File: config.mk
export PLATFORM = sky130hd
export DESIGN_NAME = led_pwm_fader
export DESIGN_NICKNAME = d
export VERILOG_FILES = /design/src/rtl/led_pwm_pkg.sv /design/src/rtl/led_pwm_channel.sv /design/src/rtl/led_pwm_fader.sv
export SDC_FILE = /design/constraint.sdc
export NUM_CORES = 1
export LEC_CHECK = 0
export ABC_AREA = 1
export CAP_MARGIN = 20
export CORE_ASPECT_RATIO = 2
export CORE_MARGIN = 10
export CORE_UTILIZATION = 60
export DETAILED_ROUTE_END_ITERATION = 8
export HOLD_SLACK_MARGIN = 0.15
export PLACE_DENSITY = 0.78
export SETUP_SLACK_MARGIN = 0.15
export SLEW_MARGIN = 20
export SYNTH_ARGS = -nofsm -noshare
export SYNTH_HDL_FRONTEND = slang
export SYNTH_SLANG_ARGS = --single-unit
File: constraint.sdc
create_clock -name clki -period 5.4 [get_ports clki]
set_input_delay 0.81 -clock clki [delete_from_list [all_inputs] [get_ports clki]]
set_output_delay 0.81 -clock clki [all_outputs]
set_load 0.005 [all_outputs]
File: src/rtl/led_pwm_pkg.sv
// Shared types and helpers for the N-channel PWM LED fader.
package led_pwm_pkg;

  typedef enum logic [1:0] {
    MODE_SET     = 2'd0,
    MODE_FADE    = 2'd1,
    MODE_BREATHE = 2'd2,
    MODE_OFF     = 2'd3
  } mode_e;

  function automatic int clog2_min1(input int value);
    return ($clog2(value) < 1) ? 1 : $clog2(value);
  endfunction

endpackage

File: src/rtl/led_pwm_channel.sv
// One PWM channel: shadow config, boundary-applied duty, fade/breathe stepping.
module led_pwm_channel
  import led_pwm_pkg::*;
#(
  parameter int PWM_BITS = 8
) (
  input  logic                clki,
  input  logic                rst_n,
  input  logic                wr_en,
  input  mode_e               wr_mode,
  input  logic [PWM_BITS-1:0] wr_duty,
  input  logic                boundary,
  input  logic                ramp_step,
  input  logic [PWM_BITS-1:0] cnt,
  output logic                pwm,
  output logic                busy
);

  mode_e               shadow_mode_reg, mode_reg, mode_next;
  logic [PWM_BITS-1:0] shadow_target_reg, target_reg, target_next;
  logic [PWM_BITS-1:0] cur_duty_reg, cur_duty_next;
  logic                pend_reg, dir_up_reg, dir_up_next, pwm_reg;

  // Pending loads are resolved first so the ramp step sees the new mode/target.
  always_comb begin
    mode_next     = mode_reg;
    target_next   = target_reg;
    cur_duty_next = cur_duty_reg;
    dir_up_next   = dir_up_reg;
    if (boundary && pend_reg) begin
      mode_next   = shadow_mode_reg;
      target_next = shadow_target_reg;
      case (shadow_mode_reg)
        MODE_SET:     cur_duty_next = shadow_target_reg;
        MODE_OFF:     cur_duty_next = '0;
        MODE_BREATHE: dir_up_next = 1'b1;
        default:      ;
      endcase
    end
    if (ramp_step) begin
      case (mode_next)
        MODE_FADE: begin
          if (cur_duty_next < target_next)
            cur_duty_next = cur_duty_next + 1'b1;
          else if (cur_duty_next > target_next)
            cur_duty_next = cur_duty_next - 1'b1;
        end
        MODE_BREATHE: begin
          if (dir_up_next) begin
            if (cur_duty_next < target_next) begin
              cur_duty_next = cur_duty_next + 1'b1;
            end else begin
              dir_up_next = 1'b0;
              if (cur_duty_next != '0) cur_duty_next = cur_duty_next - 1'b1;
            end
          end else begin
            if (cur_duty_next != '0) begin
              cur_duty_next = cur_duty_next - 1'b1;
            end else begin
              dir_up_next = 1'b1;
              if (target_next != '0) cur_duty_next = cur_duty_next + 1'b1;
            end
          end
        end
        default: ;
      endcase
    end
  end

  always_ff @(posedge clki or negedge rst_n) begin
    if (!rst_n) begin
      shadow_mode_reg   <= MODE_OFF;
      shadow_target_reg <= '0;
      pend_reg          <= 1'b0;
      mode_reg          <= MODE_OFF;
      target_reg        <= '0;
      cur_duty_reg      <= '0;
      dir_up_reg        <= 1'b1;
      pwm_reg           <= 1'b0;
    end else begin
      if (wr_en) begin
        shadow_mode_reg   <= wr_mode;
        shadow_target_reg <= wr_duty;
        pend_reg          <= 1'b1;
      end else if (boundary) begin
        pend_reg <= 1'b0;
      end
      mode_reg     <= mode_next;
      target_reg   <= target_next;
      cur_duty_reg <= cur_duty_next;
      dir_up_reg   <= dir_up_next;
      pwm_reg      <= (cnt < cur_duty_reg);
    end
  end

  assign pwm  = pwm_reg;
  assign busy = pend_reg || ((mode_reg == MODE_FADE) && (cur_duty_reg != target_reg))
                || (mode_reg == MODE_BREATHE);

endmodule

File: src/rtl/led_pwm_fader.sv
// N-channel PWM LED controller: shared prescaler, PWM counter, ramp timer, write decode.
module led_pwm_fader
  import led_pwm_pkg::*;
#(
  parameter  int CHANNELS     = 3,
  parameter  int PWM_BITS     = 8,
  parameter  int PRESCALE     = 94,
  parameter  int RAMP_PERIODS = 4,
  localparam int CW           = clog2_min1(CHANNELS)
) (
  input  logic                clki,
  input  logic                rst_n,
  input  logic                wr_valid,
  output logic                wr_ready,
  input  logic [CW-1:0]       wr_ch,
  input  logic [1:0]          wr_mode,
  input  logic [PWM_BITS-1:0] wr_duty,
  output logic [CHANNELS-1:0] pwm_out,
  output logic [CHANNELS-1:0] busy,
  output logic                period_start
);

  localparam int PSW = clog2_min1(PRESCALE);
  localparam int RW  = clog2_min1(RAMP_PERIODS);
  // Counter stops one short of all-ones so a full-scale duty is constantly high.
  localparam logic [PWM_BITS-1:0] CNT_LAST = {{(PWM_BITS-1){1'b1}}, 1'b0};

  logic [PSW-1:0]      presc_reg;
  logic [PWM_BITS-1:0] cnt_reg;
  logic [RW-1:0]       ramp_cnt_reg;
  logic                period_start_reg, wr_ready_reg;
  logic                tick, boundary, ramp_wrap, ramp_step;
  logic [CHANNELS-1:0] wr_en;

  assign tick      = (presc_reg == PSW'(PRESCALE - 1));
  assign boundary  = tick && (cnt_reg == CNT_LAST);
  assign ramp_wrap = (ramp_cnt_reg == RW'(RAMP_PERIODS - 1));
  assign ramp_step = boundary && ramp_wrap;

  always_ff @(posedge clki or negedge rst_n) begin
    if (!rst_n) begin
      presc_reg        <= '0;
      cnt_reg          <= '0;
      ramp_cnt_reg     <= '0;
      period_start_reg <= 1'b0;
      wr_ready_reg     <= 1'b0;
    end else begin
      wr_ready_reg     <= 1'b1;
      period_start_reg <= boundary;
      presc_reg        <= tick ? '0 : presc_reg + 1'b1;
      if (tick) cnt_reg <= (cnt_reg == CNT_LAST) ? '0 : cnt_reg + 1'b1;
      if (boundary) ramp_cnt_reg <= ramp_wrap ? '0 : ramp_cnt_reg + 1'b1;
    end
  end

  generate
    for (genvar gi = 0; gi < CHANNELS; gi++) begin : g_ch
      // Out-of-range channel numbers match no instance and are silently dropped.
      assign wr_en[gi] = wr_valid && wr_ready_reg && (wr_ch == CW'(gi));

      led_pwm_channel #(.PWM_BITS(PWM_BITS)) u_channel (
        .clki      (clki),
        .rst_n     (rst_n),
        .wr_en     (wr_en[gi]),
        .wr_mode   (mode_e'(wr_mode)),
        .wr_duty   (wr_duty),
        .boundary  (boundary),
        .ramp_step (ramp_step),
        .cnt       (cnt_reg),
        .pwm       (pwm_out[gi]),
        .busy      (busy[gi])
      );
    end
  endgenerate

  assign wr_ready     = wr_ready_reg;
  assign period_start = period_start_reg;

endmodule

==> results.md <==
- DRT iter0 DRCs: 517
- Crit. End Element: register
- WL per Instance: 17.4 um
- Setup TNS: 0 ps
- Cells after DPL: 1592
- Deepest clock path buffer count: 2
- Worst-Skew Late Latency: 360 ps
- Fin. max-slew vios: 0
- TritonCTS Sinks: 112
- Vias in the first global route: 9131
- Yosys reg bits: 112
- Final setup fails: 0
- Placer Congestion: 1.03
- DRC: 0
- Nets: 1485
- Unrepaired setup endpoints after global routing: false
- Lkg Pwr: 0.00543 uW
- Antenna diodes: 0
- Power Total: 1780 uW
- Required @ worst endpoint: 5650 ps
- Top FF cell, synth: dfrtp_1
- Synth unique cells: 54
- Syn_nets: 1495
- Post-synth top area share: 25.0%
- Ys async rst share: 100%
- Worst Path Max Fanout: 23
- Non-filler cells, final: 1608
- Final hold vios: 0
- Synthesis-to-finish area growth: 4.54%
- Total Routing Usage GR: 26.2%
- Top cell type by total area after synthesis: dfrtp_1
- Status: finished clean
- Num rows: 65
- Crit path kind: register to register
- Width of the die: 110 um
- Max H-tree Level: 3
- Vias: 9135
- Critical path arrival: 4700 ps
- Area contributors post-synth: dfrtp_1 (25%), nand2_1 (16%), ha_1 (8.8%)
- I/O Buffers: 22
- Clock Skew: 11.4 ps
- Global-route wire length before repair: 45100 um
- TritonCTS clock tree: yes
- Post-synthesis sequential area ratio: 29.1%
- Ys Warns: 0
- CP Launch Type: register
- Minimum clock period: 4460 ps
- Post-DRT Antenna Nets: 0
- Layout cell share with drive strength beyond 1: 9.81%
- Starting Density: 61.2%
- Mapped Area: 9710 um2
- Least-Margin Pin Slew: 964 ps
- Max-capacitance violation count: 0
- HP Class: register to register
- Maximum vdd drop: 0.123 mV
- Mean area per synthesized cell: 6.87 um2
- Gate count of the mapped netlist: 1412
- Hold buffer count at CTS: 0
- CTS root buf: clkbuf_16
- TritonCTS buffer count: 9
- IO Count: 23
- Gr ovfl total: 0
- PD cells: 176 nW/um2
- Avg Vias per Cell: 5.68
- Final WL: 28000 um
- Die Ht: 200 um
- Initial antenna violation count: 0
- Reg clk slew, reported paths: 70 ps
- Largest net degree at the start of global routing: 78
- Die area: 22000 um2
- Post-synth EDFFs: 0
- Hpwl dp: 21900 um
- Max Freq: 224 MHz
- Max-slew headroom: 35.7%
- Post-CTS setup buffer count: 0
- Cts repair resizes: 0
- Total core area: 15900 um2
- Final period utilization: 82.6%
- First-pass DRT Iterations: 8
worst paths after layout:
kind,startpoint,endpoint,slack [ps],depth (start not counted)
min in group asynchronous,rst_n,ramp_cnt_reg[0]$_DFFE_PN0N_,590,1
max,cnt_reg[0]$_DFFE_PN0N_,g_ch[1].u_channel.cur_duty_reg[5]$_DFF_PN0_,940,22
min,ramp_cnt_reg[1]$_DFFE_PN0N_,ramp_cnt_reg[1]$_DFFE_PN0N_,490,2
min reg2reg,ramp_cnt_reg[1]$_DFFE_PN0N_,ramp_cnt_reg[1]$_DFFE_PN0N_,490,2
max reg2reg,cnt_reg[0]$_DFFE_PN0N_,g_ch[1].u_channel.cur_duty_reg[5]$_DFF_PN0_,940,22
max in group asynchronous,rst_n,g_ch[1].u_channel.shadow_mode_reg[1]$_DFFE_PN1P_,3700,2
layout by cell type, fill, tap and decap left out, types with 4 or more instances in the layout:
| cell | count |
|---|---|
| nand4_1 | 34 |
| nand2_4 | 12 |
| xnor2_1 | 18 |
| xor2_1 | 13 |
| clkdlybuf4s50_1 | 21 |
| a21oi_2 | 10 |
| dfrtp_1 | 97 |
| nor2_2 | 7 |
| nand2_2 | 32 |
| a21boi_0 | 4 |
| buf_4 | 4 |
| nand3_1 | 112 |
| o21ai_0 | 87 |
| inv_1 | 187 |
| o21a_1 | 11 |
| ha_1 | 68 |
| nor3_1 | 14 |
| inv_2 | 12 |
| a21oi_1 | 40 |
| dfstp_2 | 15 |
| clkbuf_16 | 9 |
| nor2_1 | 98 |
| nand3b_1 | 4 |
| o211ai_1 | 5 |
| o21ai_1 | 14 |
| or2_2 | 6 |
| nand2_1 | 413 |
cell type report:
class,instances,area [um2]
well taps,201,251
repair buffers,25,240
multi-input cells,1053,5800
fillers,1539,5710
clock inverters,5,40.0
inverters,201,754
clock buffers,11,243
flip-flops and latches,112,2820
synthesized netlist by cell type (all sizes together) (8+ instances only):
library cell	n
a21oi	50
a21boi	8
dfrtp	97
buf	32
or2	9
nand2	457
o21a	11
nor3	16
clkbuf	14
nor2	110
nand3	118
dfstp	15
o21ai	104
ha	68
inv	199
nand4	39
xor2	14
xnor2	18
per-layer routing:
| layer | global-route usage (%) | vias to the layer above | part of all wire, % |
|---|---|---|---|
| met2 | 48.1 | 297 | 53 |
| li1 | - | 4504 | - |
| met3 | 2.73 | 139 | 3.8 |
| met1 | 24.8 | 4195 | 34 |
| met5 | 0 | - | 0 |
| met4 | 21.9 | 0 | 8.5 |
kinds of logic (layout without fill, tap and decap cells):
family	count (synthesis)	count (layout)	synth area share (%)
flops	112	112	29.1
fa+ha+maj	68	68	8.77
compound gates	195	195	11.8
xor+xnor	32	32	2.96
other cells	1	1	0.0386
buf+inv	247	242	11.2
simple gates	757	757	36.2
power by group:
part           internal [uW]  switching (uW)
Clock                    330             318
Combinational           65.5             139
Sequential               887            41.0
worst max-delay path, stage by stage (launching register included):
cell      delay [ps]
dfrtp_1          390
inv_1            170
ha_1             210
nand3_2          140
nor2_8           440
nand3_4          280
inv_2            310
nand2_1           90
o21ai_0          140
inv_1            110
ha_1             330
nand4_1          130
nor2_1            50
a211oi_1         610
nand2_4          250
inv_2            200
nand2_1          110
nand2_1           80
nand2_1           40
nand2_1           80
nand2_1           60
nand2_1           60
nand2_1           50
metrics by stage:
step           utilization [%]  area [um2]  setup slack (ps)  hold slack, ps
2_1_floorplan                -        9710              2100             453
3_3_place_gp              62.2        9860              1090             467
3_5_place_dp              62.2        9860              1010             474
4_1_cts                   64.0       10100               972             495
5_1_grt                   64.0       10100               615             525
6_report                  64.0       10100               942             493
No activity file was read; power rests on OpenSTA's default activity.
